<file path="config.mk">
export PLATFORM = sky130hd
export DESIGN_NAME = rv_wb_sched
export DESIGN_NICKNAME = d
export VERILOG_FILES = /design/src/rtl/rv_wb_sched.sv
export SDC_FILE = /design/constraint.sdc
export NUM_CORES = 1
export LEC_CHECK = 0
export ABC_AREA = 1
export BUFFER_PORTS_ARGS = -buffer_cell sky130_fd_sc_hd__buf_2
export CAP_MARGIN = 20
export CORE_UTILIZATION = 50
export CTS_CLUSTER_SIZE = 40
export DETAILED_ROUTE_END_ITERATION = 10
export PLACE_DENSITY_LB_ADDON = 0.08
export SLEW_MARGIN = 20
export SYNTH_ARGS = -nofsm -noshare
export SYNTH_HDL_FRONTEND = slang
export SYNTH_SLANG_ARGS = --single-unit
</file>
<file path="constraint.sdc">
create_clock -name clk -period 3 [get_ports clk]
set_clock_uncertainty 0.1 [all_clocks]
set_input_delay 0.3 -clock clk [delete_from_list [all_inputs] [get_ports clk]]
set_output_delay 0.3 -clock clk [all_outputs]
set_load 0.05 [all_outputs]
</file>
<file path="src/rtl/rv_wb_sched.sv">
// Writeback scheduler and register scoreboard for the rv32 regfile write port.
// Optional operand forwarding is enabled by defining RV_WB_FWD_EN.
module rv_wb_sched #(
  parameter int unsigned Nregs = 16
) (
  input  logic        clk,
  input  logic        reset,
  input  logic        alu_we,
  input  logic [4:0]  alu_rd,
  input  logic [31:0] alu_wd,
  input  logic        ld_valid,
  input  logic [4:0]  ld_rd,
  input  logic [31:0] ld_wd,
  output logic        ld_ready,
  input  logic        md_valid,
  input  logic [4:0]  md_rd,
  input  logic [31:0] md_wd,
  output logic        md_ready,
  input  logic        iss_ld,
  input  logic        iss_md,
  input  logic [4:0]  iss_rd,
  input  logic [4:0]  ars1,
  input  logic [4:0]  ars2,
  output logic        hz_stall,
  output logic        we,
  output logic [4:0]  awd,
  output logic [31:0] wd,
  output logic        fwd1,
  output logic        fwd2
);

  localparam int unsigned IdxW = (Nregs > 1) ? $clog2(Nregs) : 1;

  // rr_q: 0 = LD wins the next contested grant, 1 = MD wins.
  logic             rr_q, rr_d;
  logic [Nregs-1:0] pend_q, pend_d;
  logic             we_q;
  logic [4:0]       awd_q;
  logic [31:0]      wd_q;

  logic             gnt_alu, gnt_ld, gnt_md, gnt_any;
  logic [4:0]       sel_rd;
  logic [31:0]      sel_wd;
  logic             wr1, wr2;

  function automatic logic in_range(input logic [4:0] r);
    return ({27'b0, r} < Nregs);
  endfunction

  function automatic logic [IdxW-1:0] idx(input logic [4:0] r);
    return r[IdxW-1:0];
  endfunction

  function automatic logic is_pend(input logic [4:0] r);
    return (r != 5'd0) && in_range(r) && pend_q[idx(r)];
  endfunction

  // Grants are suppressed during reset so an in-flight request is re-arbitrated afterwards.
  always_comb begin
    gnt_alu = ~reset & alu_we;
    gnt_ld  = ~reset & ~alu_we & ld_valid & (~md_valid | ~rr_q);
    gnt_md  = ~reset & ~alu_we & md_valid & (~ld_valid | rr_q);
    gnt_any = gnt_alu | gnt_ld | gnt_md;
    rr_d    = rr_q;
    if (~alu_we && ld_valid && md_valid) begin
      rr_d = ~rr_q;
    end
    sel_rd = alu_rd;
    sel_wd = alu_wd;
    if (gnt_ld) begin
      sel_rd = ld_rd;
      sel_wd = ld_wd;
    end else if (gnt_md) begin
      sel_rd = md_rd;
      sel_wd = md_wd;
    end
  end

  assign ld_ready = gnt_ld;
  assign md_ready = gnt_md;

  // Clear on writeback first so a same-cycle issue to the same register wins.
  always_comb begin
    pend_d = pend_q;
    if (we_q && in_range(awd_q)) begin
      pend_d[idx(awd_q)] = 1'b0;
    end
    if ((iss_ld || iss_md) && (iss_rd != 5'd0) && in_range(iss_rd)) begin
      pend_d[idx(iss_rd)] = 1'b1;
    end
  end

  always_ff @(posedge clk) begin
    if (reset) begin
      rr_q   <= 1'b0;
      pend_q <= '0;
      we_q   <= 1'b0;
      awd_q  <= 5'd0;
      wd_q   <= 32'd0;
    end else begin
      rr_q   <= rr_d;
      pend_q <= pend_d;
      we_q   <= gnt_any;
      if (gnt_any) begin
        awd_q <= sel_rd;
        wd_q  <= sel_wd;
      end
    end
  end

  assign we  = we_q;
  assign awd = awd_q;
  assign wd  = wd_q;

  // The regfile read of a register being written this cycle is still stale.
  always_comb begin
    wr1 = we_q & (awd_q != 5'd0) & (awd_q == ars1);
    wr2 = we_q & (awd_q != 5'd0) & (awd_q == ars2);
`ifdef RV_WB_FWD_EN
    fwd1     = wr1;
    fwd2     = wr2;
    hz_stall = (is_pend(ars1) & ~wr1) | (is_pend(ars2) & ~wr2) | is_pend(iss_rd);
`else
    fwd1     = 1'b0;
    fwd2     = 1'b0;
    hz_stall = is_pend(ars1) | is_pend(ars2) | is_pend(iss_rd) | wr1 | wr2;
`endif
  end

endmodule

</file>
==> summary.txt, run 1 <==
status -> finished, violations left
failing checks -> design-rule violations
Crit. End Element -> output pin
Post-synth EDFFs -> 0
gr ovfl total -> 0
post-synthesis instance total -> 542
power per cell area -> 438 mW/mm^2
Critical Path Stages -> 7
Period Utilization, post-route -> 71.9%
IO Count -> 176
Avg Cell Area, Syn -> 6.33 sq um
worst reg-to-reg setup slack -> 1.13 ns
DP HPWL -> 8070 um
hold_buf cts -> 0
worst flop-to-flop path endpoint -> wd[28]
CTS tree -> yes
layout net count -> 823
worst slack at placement -> 0.853 ns
top_reg_cell synth -> dfxtp_1
initial DRC count -> 240
wire length per cell -> 13.9 um
number of gates resized after CTS -> 0
Hold Crit Depth -> 3
leakage -> 2.26 nW
Slew Limit Fails -> 0
crit-path max cell delay -> 0.46 ns
critical path, cell by cell -> nor2_1, inv_1, o31ai_1, inv_1, nand2_1, nand4_1, buf_2
Worst path slowest cell -> dfxtp_1
clk buf depth -> 2
DR pass1 iterations -> 9
#FFs+latches synth -> 55
DRC errors left -> 5
Layout fillers -> 627
CP required -> 2.60 ns
Crit Path Class -> flop to output pin
# Post-CTS Setup Buffers -> 0
Crit Path Max Fanout -> 11
Port Buf Inserts -> 173
Worst Path Arrival -> 1.76 ns
Starting Density -> 52.9%
Via density -> 5.45
layout cells sized above 1 -> 28.6%
sw power -> 747 uW
Syn-to-layout area delta -> 26.5%
DIE AREA -> 0.00720 sq mm
CTS sink count -> 55
crit path to -> hz_stall
final setup TNS -> 0 ns
Max Cap Violations -> 0
Routed Antenna Nets -> 0
post-synth cell types -> 30
Die X -> 84.9 um
worst reg2reg startpoint -> rr_q
first-pass GRT wire length -> 17,300 um
clock group share of total power -> 21.5%
Placer Congestion -> 0.893
Worst setup SP type -> flop
kind of cell adding the most delay to the critical path -> flip-flops
Buf/Inv on CP -> 3
Root Driver -> clkbuf_8
CORE AREA -> 0.00649 sq mm
via count -> 4,182
crit path from -> awd[0]
Worst VDD drop -> 0.248 mV
row count -> 29
FMAX -> 464 MHz
GRT Util Overall -> 29.8%
cell mode on critical path -> inv_1
htree depth -> 2
largest net degree at the start of global routing -> 76
CTS buffer count -> 5
clock slew at reported path FFs -> 0.10 ns
sequential fraction of the synthesis area -> 32.1%
Reg2Reg Depth -> 8
final wirelength -> 10,700 um
min Tclk post-route -> 2.16 ns
RSZ-0062 raised after global routing -> no
measured slew at the worst slew-check pin -> 0.665 ns
vias in the first global route -> 3,868
cell internal pwr -> 1.16 mW
logic gate share of total power -> 34.1%
Seq pwr share -> 44.4%
initial antenna violation count -> 0
endpoints failing setup -> 0
Final Hold Fails -> 0
Cell Area, Synth -> 0.00343 sq mm
Worst Hold Class -> primary input to flop
sw frac -> 39.2%
Die Y -> 84.9 um
fraction of registers with async set/reset -> 0%
ANT cells -> 0
final worst slack -> 0.844 ns
max_slew headroom -> 55.6%
worst-skew pair later-pin latency -> 0.31 ns
Yosys warning total -> 0
## how the worst min path moves through the flow
stage	startpoint	to	slack, ns
global placement	wd[3]	wd[3]	0.36
floorplan	pend_q[12]	pend_q[12]	0.35
CTS	md_wd[12]	wd[12]	0.15
finish	md_wd[12]	wd[12]	0.16
detailed placement	wd[1]	wd[1]	0.37
global route	md_wd[12]	wd[12]	0.16
## sequential cells by signal, summed over array words and instances, names as in the netlist
| signal | count |
|---|---|
| awd | 5 |
| we | 1 |
| rr_q | 1 |
| wd | 32 |
| pend_q | 16 |
## layer usage
layer	track usage [%]	part of all wire (%)
met1	37.2	40
met4	11.1	2.5
met2	50.7	50
met3	6.42	7.3
met5	0	0
## tightest hold or removal path, cell delays in order
cell and delay, ns:
buf_2 0.08, a21oi_1 0.05, a21oi_1 0.11
## final cells by class
| type | instances | area, sq um | share of cell area [%] |
|---|---|---|---|
| clock buffers | 5 | 68.8 | 1.58 |
| multi-input cells | 411 | 1990 | 45.9 |
| repair buffers | 179 | 923 | 21.3 |
| well taps | 77 | 96.3 | 2.22 |
| flip-flops and latches | 55 | 1100 | 25.3 |
| inverters | 38 | 143 | 3.28 |
| clock inverters | 2 | 17.5 | 0.403 |
## metrics by stage
step | instance area, sq um | util (%) | cells | hold WS (ns) | power [mW]
2_1_floorplan | 3440 | - | 543 | 0.354 | 1.30
3_3_place_gp | 4260 | 65.6 | 760 | 0.360 | 1.50
3_5_place_dp | 4260 | 65.6 | 760 | 0.372 | 1.51
4_1_cts | 4340 | 66.9 | 767 | 0.151 | 1.92
5_1_grt | 4340 | 66.9 | 767 | 0.156 | 2.01
6_report | 4340 | 66.9 | 767 | 0.158 | 1.90
## layout by cell type (no fill, tap or decap), drive strengths merged
cell    Yosys  final
a21o        1      1
a21oi      63     63
a41oi       1      1
buf        21    179
clkbuf     18      5
clkinv      1      2
conb        1      2
dfxtp      55     55
inv        37     38
nand2     178    178
nand3      56     56
nand3b      1      1
nand4       2      2
nor2       16     16
nor3        3      3
o211ai      1      1
o21ai      51     51
o21bai      1      1
o221ai     23     23
o31ai       2      2
or2         1      1
xnor2       4      4
xor2        5      5
## kinds of logic after synthesis
group	count (synthesis)	synth area share (%)
xor+xnor	9	2.30
compound gates	143	23.8
other cells	1	0.109
flops	55	32.1
simple gates	257	31.7
buf+inv	77	9.95
## synth_stat cells (2+ instances only)
library cell	n	share of area [%]
xor2_1	5	1.3
clkbuf_1	18	2.0
nor3_2	3	0.87
inv_1	35	3.8
nand3_2	3	0.87
o221ai_1	23	5.9
dfxtp_1	55	32
o21ai_0	50	7.3
nand3_1	53	7.7
buf_4	8	1.7
a21oi_1	63	9.2
nor2_1	14	1.5
nand2_1	178	19
o31ai_1	2	0.44
xnor2_1	4	1.0
buf_2	12	1.7
inv_2	2	0.22
nand4_1	2	0.36
## power by group through the flow
stage | combinational, mW | sequential [mW] | clock, mW
floorplan | 0.274 | 1.03 | 0
global placement | 0.637 | 0.858 | 0
detailed placement | 0.647 | 0.860 | 0
CTS | 0.648 | 0.844 | 0.427
global route | 0.705 | 0.852 | 0.452
finish | 0.648 | 0.845 | 0.409
(Power assumes the default switching activity.)
==> inputs of run 2 (changes only) <==
- CORE_UTILIZATION: 50 -> 46
- clock period: 3 -> 2 ns (I/O delays scaled with it)
==> run 2 against run 1 <==
  * The flow now finishes without violations
  * First-iteration DRC count fell by 10%
  * Worst hold slack got worse by 0.091 ns
  * Critical endpoint unchanged
  * Clock-buffer cell count rose by 1
==> summary.txt, run 2 (synthesis results as in run 1) <==
worst-skew pair later-pin latency -> 0.30 ns
gr ovfl total -> 0
RSZ-0062 raised after global routing -> no
Reg2Reg Depth -> 8
worst flop-to-flop path endpoint -> awd[3]
crit path to -> hz_stall
crit path from -> pend_q[14]
status -> complete, no violations
Placer Congestion -> 0.958
endpoints failing setup -> 0
Worst VDD drop -> 0.372 mV
Layout fillers -> 713
clock slew at reported path FFs -> 0.10 ns
Syn-to-layout area delta -> 31.3%
FMAX -> 540 MHz
Crit. End Element -> output pin
vias in the first global route -> 3,769
Worst Hold Class -> primary input to flop
Period Utilization, post-route -> 92.6%
fin util -> 62.5%
via count -> 4,173
leakage -> 2.31 nW
Die X -> 88.4 um
Worst setup SP type -> flop
Final Hold Fails -> 0
Max Cap Violations -> 0
Starting Density -> 47.6%
final wirelength -> 10,800 um
Crit Path Max Fanout -> 3
hold_buf cts -> 0
htree depth -> 2
DIE AREA -> 0.00781 sq mm
commonest cells after routing, fill and taps aside -> nand2_1, buf_2, a21oi_1
clk buf depth -> 2
crit-path max cell delay -> 0.41 ns
CP required -> 1.70 ns
post-route insts no fill -> 795
max reg flops -> 32
CTS tree -> yes
Tot Pwr -> 3.13 mW
first-pass GRT wire length -> 17,200 um
IO Count -> 176
Port Buf Inserts -> 173
Worst Path Arrival -> 1.55 ns
Worst path slowest cell -> dfxtp_1
Crit Path Class -> flop to output pin
ANT cells -> 0
DR pass1 iterations -> 4
row count -> 31
commonest non-fill, non-tap cell in the layout -> nand2_1
initial DRC count -> 215
layout net count -> 828
largest net degree at the start of global routing -> 76
Slew Limit Fails -> 0
final worst slack -> 0.149 ns
Routed Antenna Nets -> 0
layout cells sized above 1 -> 30.0%
Die Y -> 88.4 um
DRC errors left -> 0
worst reg-to-reg setup slack -> 0.44 ns
min Tclk post-route -> 1.85 ns
GRT Util Overall -> 27.7%
final setup TNS -> 0 ns
CTS sink count -> 55
DP HPWL -> 8110 um
cell mode on critical path -> nand2_1
CTS buffer count -> 5
critical path, cell by cell -> inv_1, o21ai_0, nand2_1, nand3_1, nand3_1, nand2_1, nand2_1, nand4_1, buf_6
Via density -> 5.25
placed insts -> 787
initial antenna violation count -> 0
worst reg2reg startpoint -> rr_q
CORE AREA -> 0.00721 sq mm
power per cell area -> 695 mW/mm^2
Root Driver -> clkbuf_8
wire length per cell -> 13.6 um
worst slack at placement -> 0.242 ns
-- run 2: changes by cell type in the layout (fill, tap and decap cells not counted), moves of 2 or more --
cell | previous run | this run
dfxtp_1 | 55 | 51
buf_4 | 5 | 8
buf_12 | 1 | 3
bufinv_16 | 0 | 2
dfxtp_2 | 0 | 2
dfxtp_4 | 0 | 2
-- run 2: how the worst min path moves through the flow --
stage                         start         to  slack (ns)  depth (start not counted)
after floorplan           iss_rd[1]  pend_q[1]        0.28                          3
after global placement       wd[18]     wd[18]        0.36                          2
after detailed placement     wd[31]     wd[31]        0.37                          2
after CTS                  md_wd[8]      wd[8]        0.06                          3
after global routing      md_wd[15]     wd[15]        0.06                          3
final                     md_wd[19]     wd[19]        0.07                          3
-- run 2: metrics by stage --
stage          area [sq um]  hold slack [ns]
2_1_floorplan          3440            0.279
3_3_place_gp           4350            0.363
3_5_place_dp           4350            0.371
4_1_cts                4480           0.0580
5_1_grt                4510           0.0609
6_report               4510           0.0674
-- run 2: repair_timing --
action	CTS	global route
setup endpoints to repair	0	1
setup buffers	0	0
resized for setup	0	10
-- run 2: where the power goes --
| group | internal, mW | switching, mW | leakage [nW] |
|---|---|---|---|
| Clock | 0.501 | 0.362 | 0.0654 |
| Sequential | 1.19 | 0.0796 | 0.455 |
| Combinational | 0.323 | 0.679 | 1.79 |
| Total | 2.01 | 1.12 | 2.31 |
-- run 2: worst max-delay path, delay by kind of cell (launching register included) --
kind,cells,cell delay [ns]
and+or+nand+nor,6,0.43
AOI/OAI and AO/OA,1,0.16
buffers and inverters,2,0.25
DFF,1,0.41
-- run 2: final cells by class --
cell class                 instances  area (sq um)  area share, %
clock buffer                       6          72.6           1.61
clock inverter                     2          60.1           1.33
inverter                          38           143           3.16
multi-input combinational        411          2010           44.5
sequential                        55          1110           24.6
tap                               99           124           2.75
timing repair buffer             184           992           22.0
-- run 2: routing by layer --
layer | GRT usage (%) | share of wire (%)
met1 | 36.4 | 43
met4 | 8.80 | 2.1
met3 | 4.66 | 6.3
met5 | 0 | 0
met2 | 46.5 | 49
